==> src/rtl/mem_port_arbiter_if.sv <==
// mem_port_arbiter_if
// Bundles the fetch port, the data (MEM stage) port and the memory bus
// of mem_port_arbiter.
//   fetch : if_req/if_addr in, if_ack/if_rdata/if_fault out
//   data  : dm_req/dm_we/dm_addr/dm_wdata in, dm_ack/dm_rdata/dm_fault out
//   memory: mem_we/mem_ma/mem_addr/mem_wdata out, mem_rdata in
// Modport slave is the arbiter; modport master is its environment
// (requesters plus the memory device).
// Handshake: a requester raises req with its address/data and holds them
// until it sees its ack, which is a one-cycle pulse; rdata/fault are only
// meaningful while ack is high. The requester drops req in the ack cycle.
interface mem_port_arbiter_if;
  logic        if_req;
  logic [15:0] if_addr;
  logic        if_ack;
  logic [31:0] if_rdata;
  logic        if_fault;

  logic        dm_req;
  logic        dm_we;
  logic [15:0] dm_addr;
  logic [31:0] dm_wdata;
  logic        dm_ack;
  logic [31:0] dm_rdata;
  logic        dm_fault;

  logic        mem_we;
  logic        mem_ma;
  logic [15:0] mem_addr;
  logic [31:0] mem_wdata;
  logic [31:0] mem_rdata;

  modport slave (
    input  if_req, if_addr, dm_req, dm_we, dm_addr, dm_wdata, mem_rdata,
    output if_ack, if_rdata, if_fault, dm_ack, dm_rdata, dm_fault,
           mem_we, mem_ma, mem_addr, mem_wdata
  );

  modport master (
    output if_req, if_addr, dm_req, dm_we, dm_addr, dm_wdata, mem_rdata,
    input  if_ack, if_rdata, if_fault, dm_ack, dm_rdata, dm_fault,
           mem_we, mem_ma, mem_addr, mem_wdata
  );
endinterface

==> src/rtl/mem_port_arbiter.sv <==
// mem_port_arbiter
// Arbitrates the shared edge-triggered memory (ROM 0x0000-0x001F, RAM
// 0x0800-0x083F) between instruction fetch (read-only) and the MEM stage
// (read/write), and generates the setup / strobe / settle timing the memory
// needs. Data wins over fetch unless fetch has been passed over STARVE_MAX
// times in a row. Bad addresses and ROM writes fault without touching memory.
// Ports:
//   clk         rising-edge clock
//   reset_n     asynchronous active-low reset
//   bus         mem_port_arbiter_if.slave (fetch, data and memory signals)
//   o_dbg_state current FSM state (0 IDLE,1 SETUP,2 STROBE,3 WAIT,4 DONE)
// All outputs are registered: the output process computes next-cycle values
// from the next state, and they are flopped.
module mem_port_arbiter #(
  parameter int SETUP_CYC  = 1,
  parameter int STROBE_CYC = 1,
  parameter int WAIT_CYC   = 2,
  parameter int STARVE_MAX = 4
) (
  input  logic                clk,
  input  logic                reset_n,
  mem_port_arbiter_if.slave   bus,
  output logic [2:0]          o_dbg_state
);
  localparam int SW = $clog2(STARVE_MAX + 1);

  typedef enum logic [2:0] {
    S_IDLE   = 3'd0,
    S_SETUP  = 3'd1,
    S_STROBE = 3'd2,
    S_WAIT   = 3'd3,
    S_DONE   = 3'd4
  } state_t;

  state_t        r_state, w_next;
  logic [7:0]    r_cnt;      // cycles spent in the current state
  logic          r_id;       // latched winner: 1 = fetch, 0 = data
  logic          r_we;       // latched write flag
  logic [SW-1:0] r_starve;

  logic          w_grant, w_grant_if, w_g_we, w_g_fault;
  logic [15:0]   w_g_addr;
  logic          w_id_d, w_done_d, w_fault_d;
  logic          w_if_ack_d, w_dm_ack_d, w_mem_we_d, w_mem_ma_d;
  logic [31:0]   w_rdata_d;

  function automatic logic addr_fault(input logic [15:0] a, input logic we);
    logic rom, ram;
    rom = (a <= 16'h001F);
    ram = (a >= 16'h0800) && (a <= 16'h083F);
    return !(rom || ram) || (rom && we);
  endfunction

  // Grant decision, only acted on in IDLE. Fetch wins when data is idle or
  // when fetch has been starved for STARVE_MAX consecutive data grants.
  always_comb begin
    w_grant    = bus.if_req || bus.dm_req;
    w_grant_if = bus.if_req && (!bus.dm_req || (r_starve == SW'(STARVE_MAX)));
    w_g_addr   = w_grant_if ? bus.if_addr : bus.dm_addr;
    w_g_we     = w_grant_if ? 1'b0 : bus.dm_we;
    w_g_fault  = addr_fault(w_g_addr, w_g_we);
  end

  // State register
  always_ff @(posedge clk or negedge reset_n) begin
    if (!reset_n) begin
      r_state <= S_IDLE;
      r_cnt   <= '0;
    end else begin
      r_state <= w_next;
      r_cnt   <= (w_next != r_state) ? 8'd0 : r_cnt + 8'd1;
    end
  end

  // Next-state logic
  always_comb begin
    w_next = r_state;
    case (r_state)
      S_IDLE:   if (w_grant) w_next = w_g_fault ? S_DONE : S_SETUP;
      S_SETUP:  if (r_cnt == 8'(SETUP_CYC - 1))  w_next = S_STROBE;
      S_STROBE: if (r_cnt == 8'(STROBE_CYC - 1)) w_next = S_WAIT;
      S_WAIT:   if (r_cnt == 8'(WAIT_CYC - 1))   w_next = S_DONE;
      S_DONE:   w_next = S_IDLE;
      default:  w_next = S_IDLE;
    endcase
  end

  // Output logic (values registered below). In IDLE the winner is not yet
  // latched, so the grant signals stand in for r_id/r_we.
  always_comb begin
    w_id_d     = (r_state == S_IDLE) ? w_grant_if : r_id;
    w_done_d   = (w_next == S_DONE);
    w_fault_d  = (r_state == S_IDLE) && w_g_fault;
    w_rdata_d  = (w_done_d && (r_state == S_WAIT) && !r_we) ? bus.mem_rdata : 32'd0;
    w_if_ack_d = w_done_d && w_id_d;
    w_dm_ack_d = w_done_d && !w_id_d;
    w_mem_we_d = (w_next == S_STROBE) && r_we;
    w_mem_ma_d = (w_next == S_STROBE) && !r_we;
  end

  always_ff @(posedge clk or negedge reset_n) begin
    if (!reset_n) begin
      bus.if_ack   <= 1'b0;
      bus.if_rdata <= '0;
      bus.if_fault <= 1'b0;
      bus.dm_ack   <= 1'b0;
      bus.dm_rdata <= '0;
      bus.dm_fault <= 1'b0;
      bus.mem_we   <= 1'b0;
      bus.mem_ma   <= 1'b0;
    end else begin
      bus.if_ack   <= w_if_ack_d;
      bus.if_rdata <= w_if_ack_d ? w_rdata_d : 32'd0;
      bus.if_fault <= w_if_ack_d && w_fault_d;
      bus.dm_ack   <= w_dm_ack_d;
      bus.dm_rdata <= w_dm_ack_d ? w_rdata_d : 32'd0;
      bus.dm_fault <= w_dm_ack_d && w_fault_d;
      bus.mem_we   <= w_mem_we_d;
      bus.mem_ma   <= w_mem_ma_d;
    end
  end

  // Request latch, memory address/data and starve counter. mem_addr and
  // mem_wdata load only on a non-faulting grant so they hold otherwise.
  always_ff @(posedge clk or negedge reset_n) begin
    if (!reset_n) begin
      r_id          <= 1'b0;
      r_we          <= 1'b0;
      r_starve      <= '0;
      bus.mem_addr  <= '0;
      bus.mem_wdata <= '0;
    end else if (r_state == S_IDLE) begin
      if (w_grant) begin
        r_id <= w_grant_if;
        r_we <= w_g_we;
        if (!w_g_fault) begin
          bus.mem_addr  <= w_g_addr;
          bus.mem_wdata <= w_grant_if ? 32'd0 : bus.dm_wdata;
        end
      end
      if (w_grant_if || !bus.if_req)
        r_starve <= '0;
      else if (bus.dm_req && (r_starve != SW'(STARVE_MAX)))
        r_starve <= r_starve + 1'b1;
    end
  end

  assign o_dbg_state = r_state;
endmodule

==> src/flat_wrapper.sv <==
// flat-port wrapper written by rule: the top's interface ports become plain ports
module mem_port_arbiter_flat 
#(
  parameter int SETUP_CYC  = 1,
  parameter int STROBE_CYC = 1,
  parameter int WAIT_CYC   = 2,
  parameter int STARVE_MAX = 4
)
  (clk, reset_n, o_dbg_state, bus_if_req, bus_if_addr, bus_dm_req, bus_dm_we, bus_dm_addr, bus_dm_wdata, bus_mem_rdata, bus_if_ack, bus_if_rdata, bus_if_fault, bus_dm_ack, bus_dm_rdata, bus_dm_fault, bus_mem_we, bus_mem_ma, bus_mem_addr, bus_mem_wdata);
  mem_port_arbiter_if bus_i ();
  input  logic clk;
  input  logic reset_n;
  output logic [2:0] o_dbg_state;
  input wire logic [$bits(bus_i.if_req)-1:0] bus_if_req;
  input wire logic [$bits(bus_i.if_addr)-1:0] bus_if_addr;
  input wire logic [$bits(bus_i.dm_req)-1:0] bus_dm_req;
  input wire logic [$bits(bus_i.dm_we)-1:0] bus_dm_we;
  input wire logic [$bits(bus_i.dm_addr)-1:0] bus_dm_addr;
  input wire logic [$bits(bus_i.dm_wdata)-1:0] bus_dm_wdata;
  input wire logic [$bits(bus_i.mem_rdata)-1:0] bus_mem_rdata;
  output wire logic [$bits(bus_i.if_ack)-1:0] bus_if_ack;
  output wire logic [$bits(bus_i.if_rdata)-1:0] bus_if_rdata;
  output wire logic [$bits(bus_i.if_fault)-1:0] bus_if_fault;
  output wire logic [$bits(bus_i.dm_ack)-1:0] bus_dm_ack;
  output wire logic [$bits(bus_i.dm_rdata)-1:0] bus_dm_rdata;
  output wire logic [$bits(bus_i.dm_fault)-1:0] bus_dm_fault;
  output wire logic [$bits(bus_i.mem_we)-1:0] bus_mem_we;
  output wire logic [$bits(bus_i.mem_ma)-1:0] bus_mem_ma;
  output wire logic [$bits(bus_i.mem_addr)-1:0] bus_mem_addr;
  output wire logic [$bits(bus_i.mem_wdata)-1:0] bus_mem_wdata;
  assign bus_i.if_req = bus_if_req;
  assign bus_i.if_addr = bus_if_addr;
  assign bus_i.dm_req = bus_dm_req;
  assign bus_i.dm_we = bus_dm_we;
  assign bus_i.dm_addr = bus_dm_addr;
  assign bus_i.dm_wdata = bus_dm_wdata;
  assign bus_i.mem_rdata = bus_mem_rdata;
  assign bus_if_ack = bus_i.if_ack;
  assign bus_if_rdata = bus_i.if_rdata;
  assign bus_if_fault = bus_i.if_fault;
  assign bus_dm_ack = bus_i.dm_ack;
  assign bus_dm_rdata = bus_i.dm_rdata;
  assign bus_dm_fault = bus_i.dm_fault;
  assign bus_mem_we = bus_i.mem_we;
  assign bus_mem_ma = bus_i.mem_ma;
  assign bus_mem_addr = bus_i.mem_addr;
  assign bus_mem_wdata = bus_i.mem_wdata;
  mem_port_arbiter #(.SETUP_CYC(SETUP_CYC), .STROBE_CYC(STROBE_CYC), .WAIT_CYC(WAIT_CYC), .STARVE_MAX(STARVE_MAX)) u_core (.clk(clk), .reset_n(reset_n), .bus(bus_i), .o_dbg_state(o_dbg_state));
endmodule
==> config.mk <==
export PLATFORM = sky130hd
export DESIGN_NAME = mem_port_arbiter_flat
export DESIGN_NICKNAME = d
export VERILOG_FILES = /design/src/rtl/mem_port_arbiter_if.sv /design/src/rtl/mem_port_arbiter.sv /design/src/flat_wrapper.sv
export SDC_FILE = /design/constraint.sdc
export NUM_CORES = 1
export LEC_CHECK = 0
export CAP_MARGIN = 20
export CORE_MARGIN = 2
export CORE_UTILIZATION = 39
export DETAILED_ROUTE_END_ITERATION = 8
export PLACE_DENSITY = 0.76
export SLEW_MARGIN = 5
export SYNTH_ARGS = -nofsm -noshare
export SYNTH_HDL_FRONTEND = slang
export SYNTH_SLANG_ARGS = --single-unit
==> constraint.sdc <==
create_clock -name clk -period 2 [get_ports clk]
set_input_delay 0.6 -clock clk [delete_from_list [all_inputs] [get_ports clk]]
set_output_delay 0.6 -clock clk [all_outputs]
set_load 0.01 [all_outputs]
==> run metrics <==
via/cell ratio 5.15; Clk network pwr share 0.337; All-Layer GR Usage 0.215; Port Buffers 221; Worst Path Required 2.33 ns; clk buf depth 2; die area 0.0154 mm²; PwrDens 939 mW/mm²; Yosys top cell by area dfrtp_1; logic gate share of total power 0.327; Clk pin slew, worst setup/hold paths 0.06 ns; final non-filler cell total 984; CTS Hold Bufs 0; Pre-antenna DRT Iters 6; DP Worst Slack -0.543 ns; Reg2Reg Setup Slack -0.03 ns; Hold Path Class primary input to async pin; CTS tree built; top-count cell post-synth dfrtp_1; first-pass GRT wire length 26500 µm; violated checks negative setup slack; RSZ-0062 raised after global routing true; H-tree Lvls 4; Slew @ Worst Pin 0.555 ns; Max Clock Freq 0.487 GHz; worst-path maximum fanout 10; largest net degree at the start of global routing 68; Fin. Hold Viols 0; vias 5070; Power Internal 6.17 mW; Seq pwr share 0.336; Final Util 0.676; Mapped Nets 637; leak pwr 4.33 nW; register area share after synthesis 0.595; cell count after placement 935; share of layout cells above drive strength 1 0.158; Seq cells post-synth 134; relative slew slack 0.630; Max Slew Vio Count 0; critical path arrival 2.38 ns; root buf cell clkbuf_16; share of the synthesized area in the top cell type 0.595; P&R area growth vs syn 67.8%; # DRC 0; FF/Latch Area 0.00335 mm²; syn_area_per_cell 10.6 µm²; diode count 0; Power Total 8.88 mW; hpwl dp 11300 µm; CTS buffer count 17; final period utilization 1.03; Final WS setup -0.0527 ns; sw power 2.71 mW; clk sinks 134; Worst Setup End Kind flop; Area contributors post-synth dfrtp_1 59%, nand3_1 6.3%, a21oi_1 5.9%; Final setup viols 13; Max VDD drop 0.650 mV; initial antenna violation count 0; Antenna Nets Post-Route 0; fraction of registers with async set/reset 1.00; vias in the first global route 5142; Post-Syn Instances 531; post-synth cell types 47; WL/cell 18.3 µm; Sw Ratio 0.305; Initial Util 0.403; worst hold slack 0.175 ns; CP Launch Type primary input; Crit Path Category primary input to flop; Die Width 124 µm; area of the mapped netlist 0.00564 mm²; dpl cell area 0.00835 mm²; final net count 899; MaxCap Viol Count 0; gpl congestion 0.881; cell area after layout 0.00946 mm²; Top Ports 222; 1st-iter DRT viols 315; core outline area 0.0140 mm²; fillcell total 1035; outcome finished with violations; Worst Skew 0.0127 ns; TNS Setup -0.329 ns; total wire length 18000 µm; synth cell count leaders 134 x dfrtp_1, 71 x nand3_1, 67 x a21oi_1, 51 x inv_1, 40 x nand2_1; number of synthesized flops with an enable pin 0; Syn. warnings 0; Clk Latency, worst-skew pair 0.42 ns; fin crit period 2.05 ns; Die Span Y 124 µm; area of the multi-input gates 0.00199 mm²; total grt overflow 0; Top FF cell, synth dfrtp_1; Rows 43
## cell type report
type,count,area share
multi-input combinational,304,0.210
sequential,134,0.354
tap,180,0.0238
inverter,51,0.0202
timing repair buffer,285,0.331
clock inverter,8,0.0107
clock buffer,22,0.0491
## worst paths after layout
kind,startpoint,endpoint,cells after the start
setup / recovery,bus_if_addr[10],u_core.bus.mem_wdata[21],7
setup reg to reg,u_core.r_starve[1],u_core.bus.mem_wdata[21],8
hold / removal,reset_n,u_core.bus.mem_addr[13],1
min in group clk,u_core.r_id,u_core.r_id,2
max in group asynchronous,reset_n,u_core.bus.dm_rdata[1],2
hold reg to reg,u_core.r_id,u_core.r_id,2
## flip-flops by register name (all words and copies together), names as in the netlist
name	count
u_core.bus.dm_ack	1
u_core.bus.dm_fault	1
u_core.bus.dm_rdata	32
u_core.bus.if_ack	1
u_core.bus.if_fault	1
u_core.bus.if_rdata	32
u_core.bus.mem_addr	16
u_core.bus.mem_ma	1
u_core.bus.mem_wdata	32
u_core.bus.mem_we	1
u_core.o_dbg_state	3
u_core.r_cnt	8
u_core.r_id	1
u_core.r_starve	3
u_core.r_we	1
## cell families (layout without fill, tap and decap cells)
logic type | Yosys count | after routing | synth area share
mux | 46 | 46 | 0.0848
xor+xnor | 6 | 6 | 0.00932
simple gates | 156 | 156 | 0.130
flops | 134 | 134 | 0.595
buf+inv | 93 | 366 | 0.0733
compound gates | 91 | 91 | 0.0966
fa+ha+maj | 5 | 5 | 0.0111
## worst max-delay path, stage by stage
cell and delay [ns]:
clkdlybuf4s50_1 0.44, nor3_2 0.17, o2111ai_2 0.23, o22ai_4 0.35
clkbuf_16 0.23, clkbuf_16 0.15, mux2i_1 0.20
## power by group through the flow
stage	logic (mW)	registers, mW	clock network, mW
global route	3.08	3.00	3.18
detailed placement	2.16	3.02	0
global placement	2.11	3.01	0
CTS	2.43	2.98	3.03
finish	2.90	2.98	2.99
floorplan	1.08	3.07	0
## cell usage in the layout, fill, tap and decap left out, drive strengths merged, types with 2 or more instances in the layout
cell type / instances
dlymetal6s2s: 14
mux2: 14
bufinv: 2
nand3: 71
buf: 55
o22ai: 2
nor2: 23
a211oi: 2
clkdlybuf4s50: 200
a211o: 2
nor3: 4
o21ai: 4
o31ai: 2
dfrtp: 134
and2: 4
dlygate4sd2: 6
nand2: 40
and3: 2
a31oi: 2
inv: 51
mux2i: 32
ha: 5
clkinv: 3
xor2: 5
clkbuf: 32
a21oi: 67
nor4: 5
clkinvlp: 3
## what timing repair did
item                       CTS  global route
resized for setup           19            38
gates cloned                 2            11
buffers inserted             2             4
setup endpoints to repair  108           112
pin swaps                    2            13
## metal layers
layer	part of all wire	wire (µm)	global-route usage
met5	0	0	0
met4	0.026	461	0.0720
met3	0.068	1220	0.0697
met2	0.52	9340	0.368
met1	0.39	7020	0.255
(Power assumes the default switching activity.)
